[config.mk]
export PLATFORM = sky130hd
export DESIGN_NAME = full_adder_flat
export DESIGN_NICKNAME = d
export VERILOG_FILES = /design/src/rtl/full_adder_pkg.sv /design/src/rtl/full_adder_if.sv /design/src/rtl/full_adder_fa_cell.sv /design/src/rtl/full_adder.sv /design/src/flat_wrapper.sv
export SDC_FILE = /design/constraint.sdc
export NUM_CORES = 1
export LEC_CHECK = 0
export ABC_CLOCK_PERIOD_IN_PS = 1200
export CORE_AREA = 2 2 39 41
export CTS_BUF_LIST = sky130_fd_sc_hd__clkbuf_8
export DETAILED_ROUTE_END_ITERATION = 16
export DIE_AREA = 0 0 41 43
export GPL_TIMING_DRIVEN = 0
export PLACE_DENSITY = 0.34
export SLEW_MARGIN = 20
export SYNTH_ARGS = -nofsm -noshare
export SYNTH_HDL_FRONTEND = slang
export SYNTH_SLANG_ARGS = --single-unit
export TNS_END_PERCENT = 5
[constraint.sdc]
create_clock -name clk -period 1.2 [get_ports clk]
set_clock_uncertainty 0.2 [all_clocks]
set_input_delay 0.12 -clock clk [delete_from_list [all_inputs] [get_ports clk]]
set_output_delay 0.12 -clock clk [all_outputs]
set_load 0.1 [all_outputs]
[src/rtl/full_adder_pkg.sv]
// Shared constants for the registered ripple-carry adder.
// WIDTH defaults to the single-bit adder. The legal range is 1 to 64.
package full_adder_pkg;
  localparam int FA_DEFAULT_WIDTH = 1;
  localparam int FA_MAX_WIDTH     = 64;
endpackage

[src/rtl/full_adder_if.sv]
// Operand and result bundle for full_adder.
// Handshake: in_valid marks the operands valid on this clock edge, and out_valid
// marks the result valid one cycle later. There is no ready signal, so the
// consumer must accept every valid result.
interface full_adder_if
  import full_adder_pkg::*;
#(
  parameter int WIDTH = FA_DEFAULT_WIDTH
) ();
  logic             in_valid;
  logic [WIDTH-1:0] inp1;
  logic [WIDTH-1:0] inp2;
  logic             carryin;
  logic [WIDTH-1:0] sum;
  logic             carryout;
  logic             out_valid;

  modport master (
    output in_valid, inp1, inp2, carryin,
    input  sum, carryout, out_valid
  );

  modport slave (
    input  in_valid, inp1, inp2, carryin,
    output sum, carryout, out_valid
  );
endinterface

[src/rtl/full_adder_fa_cell.sv]
// Combinational 1-bit full adder cell.
// It is the link in the ripple chain of full_adder.
module fa_cell (
  input  logic a,
  input  logic b,
  input  logic ci,
  output logic s,
  output logic co
);
  logic w_p;

  assign w_p = a ^ b;
  assign s   = w_p ^ ci;
  assign co  = (a & b) | (ci & w_p);
endmodule

[src/rtl/full_adder.sv]
// Registered WIDTH-bit adder: a ripple chain of fa_cell feeds one output register stage.
// Held results survive idle cycles; only out_valid drops when in_valid is low.
module full_adder
  import full_adder_pkg::*;
#(
  parameter int WIDTH = FA_DEFAULT_WIDTH
) (
  input  logic          clk,
  input  logic          rst,
  full_adder_if.slave   bus
);
  logic [WIDTH:0]   w_c;
  logic [WIDTH-1:0] w_s;
  logic [WIDTH-1:0] r_sum;
  logic             r_carry;
  logic             r_valid;

  assign w_c[0] = bus.carryin;

  for (genvar g = 0; g < WIDTH; g++) begin : g_chain
    fa_cell u_cell (
      .a  (bus.inp1[g]),
      .b  (bus.inp2[g]),
      .ci (w_c[g]),
      .s  (w_s[g]),
      .co (w_c[g+1])
    );
  end

  always_ff @(posedge clk) begin
    if (rst) begin
      r_sum   <= '0;
      r_carry <= 1'b0;
      r_valid <= 1'b0;
    end else begin
      r_valid <= bus.in_valid;
      if (bus.in_valid) begin
        r_sum   <= w_s;
        r_carry <= w_c[WIDTH];
      end
    end
  end

  assign bus.sum       = r_sum;
  assign bus.carryout  = r_carry;
  assign bus.out_valid = r_valid;
endmodule

[src/flat_wrapper.sv]
// flat-port wrapper written by rule: the top's interface ports become plain ports
module full_adder_flat import full_adder_pkg::*;
#(
  parameter int WIDTH = FA_DEFAULT_WIDTH
)
  (clk, rst, bus_in_valid, bus_inp1, bus_inp2, bus_carryin, bus_sum, bus_carryout, bus_out_valid);
  full_adder_if #(.WIDTH(WIDTH)) bus_i ();
  input  logic clk;
  input  logic rst;
  input wire logic [$bits(bus_i.in_valid)-1:0] bus_in_valid;
  input wire logic [$bits(bus_i.inp1)-1:0] bus_inp1;
  input wire logic [$bits(bus_i.inp2)-1:0] bus_inp2;
  input wire logic [$bits(bus_i.carryin)-1:0] bus_carryin;
  output wire logic [$bits(bus_i.sum)-1:0] bus_sum;
  output wire logic [$bits(bus_i.carryout)-1:0] bus_carryout;
  output wire logic [$bits(bus_i.out_valid)-1:0] bus_out_valid;
  assign bus_i.in_valid = bus_in_valid;
  assign bus_i.inp1 = bus_inp1;
  assign bus_i.inp2 = bus_inp2;
  assign bus_i.carryin = bus_carryin;
  assign bus_sum = bus_i.sum;
  assign bus_carryout = bus_i.carryout;
  assign bus_out_valid = bus_i.out_valid;
  full_adder #(.WIDTH(WIDTH)) u_core (.clk(clk), .rst(rst), .bus(bus_i));
endmodule
==> reports/metrics.cfg <==
[outcome]
outcome = finished, final reports clean

[yosys]
synth_fp_nets = 16
syn_area_per_cell_sq_um = 12.7
yosysWarnings = 0
syn-instance-count = 9
seq_area_frac_synth_pct = 52.7
syn_area_sq_um = 114
ys_ff_latch = 3
ys_types = 5

[drt]
dr.pass1.iters = 2
drt_iter0_markers = 2
wl_met1_um = 147
drc = 0
top_layer_used = met4
met3WireLength_um = 48
via_per_inst = 2.89
wl_met2_um = 80
totalWireLength_um = 291
via_count = 107
final_antenna_net_count = 0
wl_per_cell_um = 7.86

[worst_setup_path]
cpMaxStageDelayCell = dfxtp_1
reg2reg_from = u_core.bus.carryout
critPathMaxStageDelay_ns = 0.33
reg2reg_to = u_core.bus.carryout
rr_worst_depth = 2
path_class = flop to output port
arrival_ns = 0.85
cp.depth = 1
rrSetupSlack_ns = 0.40
cp-end-kind = output port
cp_cell_sequence = buf_4
crit_required_ns = 0.88
critPathMaxFanout = 2
crit_family = flip-flops
start_kind = flop
path_buf_inv = 1

[sta]
slew_viol_final = 0
finalCriticalPeriod_ns = 1.17
finalHoldViolations = 0
rsz0062_at_grt = false
period_share_pct = 97.1
fmax_ghz = 0.858
tightest_slew_ns = 0.279
finalSetupViolations = 0
slew_headroom_pct = 81.5
fin_ws_ns = 0.0343

[floorplan]
top_level_ports = 9
die-area_sq_um = 1760
die_x_um = 41
fp.coreArea_sq_um = 1380
initial_core_util_pct = 8.23
fp.dieH_um = 43
rows = 14

[placed_design]
port_buffers = 8
dp_slack_ns = -0.578
gp_congestion = 0.593

[global_routing]
grt_max_degree = 4
overflow = 0
grt_pass1_wl_um = 489
track_usage_pct = 5.13
antenna_found_initial = 0
grt_pass1_vias = 119

[power]
power_density_nw_per_um2 = 1930
leakage_nw = 0.132
power_uw = 494
peakVddDrop_mv = 0.317

[min_path]
min-delay-start = bus_inp2
min_path_cells = 4
min_path_type = input pin to flop
hold_path_end = u_core.bus.sum

[cts]
cts_root_buf = clkbuf_8
cts_made_buffers = 3
clk_latency_ns = 0.21
cts_tree = done
clockBufferDepth = 2
hold_buffers = 0
h-tree-depth = 1
clkTransAtPathRegs_ns = 0.03
clock-sinks = 3

[layout]
areaGrowthSynthToFinish_pct = 125
diodes = 0
final_nets = 29
layout_common_cells = clkbuf_8 (3), buf_4 (3)
drive_above_1_share_pct = 33.3

[run]
maxCapViolations = 0

## layout make-up
cell class / instances / area, sq um
clock buffers: 3 / 41.3
clock inverters: 1 / 3.75
fillers: 157 / 1130
multi-input cells: 6 / 53.8
flip-flops and latches: 3 / 61.3
well taps: 16 / 20.0
repair buffers: 8 / 76.3
## tightest hold or removal path: stages
cell            delay [ns]
dlymetal6s2s_1        0.10
fa_1                  0.17
mux2i_1               0.06
nor2_1                0.07
## metal layers
| layer | track usage, % | vias to the layer above |
|---|---|---|
| met5 | 0 | - |
| met4 | 8.00 | 0 |
| met3 | 4.71 | 2 |
| met2 | 4.06 | 11 |
| met1 | 5.50 | 41 |
| li1 | - | 53 |
## report_power, final
part,switching (mW),leakage [nW],internal (mW)
clock,0.0677,0.0269,0.218
sequential,0.00355,0.0252,0.108
combinational,0.0669,0.0797,0.0299
## logic make-up (layout without fill, tap and decap cells)
group,after synthesis,in the layout,share of synthesized area [%]
muxes,2,2,17.6
and+or+nand+nor,3,3,12.1
buffers and inverters,0,12,0
adders and majority gates,1,1,17.6
DFF,3,3,52.7
## repair_timing
action / in CTS / in global routing
pin swaps: 0 / 1
endpoints found under the hold margin: 0 / 0
gates resized for setup: 19 / 2
endpoints found under the setup margin: 5 / 2
setup buffers: 0 / 0
## worst max-delay path by stage
stage / startpoint / end
floorplan: u_core.bus.sum / u_core.bus.sum
global placement: u_core.bus.sum / bus_sum
detailed placement: u_core.bus.sum / bus_sum
CTS: bus_inp2 / u_core.bus.sum
global route: u_core.bus.sum / bus_sum
finish: u_core.bus.sum / bus_sum
## synth_stat cells, drive strengths merged
master	n	share of area (%)
fa	1	18
nor2b	1	5.5
dfxtp	3	53
mux2i	2	18
nor2	2	6.6
## registers in the layout, indices dropped and copies added, names as in the netlist
register	count
u_core.bus.out_valid	1
u_core.bus.sum	1
u_core.bus.carryout	1
## metrics by stage
step,setup TNS [ns],instances,cell area [sq um],utilization [%],hold slack (ns)
4_1_cts,-0.149,37,251,18.2,0.279
2_1_floorplan,-0.313,9,115,-,-0.0150
3_5_place_dp,-2.32,33,215,15.6,0.283
6_report,0,37,256,18.5,0.142
5_1_grt,0,37,256,18.5,0.175
3_3_place_gp,-2.24,33,215,15.6,0.266
Power figures use the tool's default switching activity.
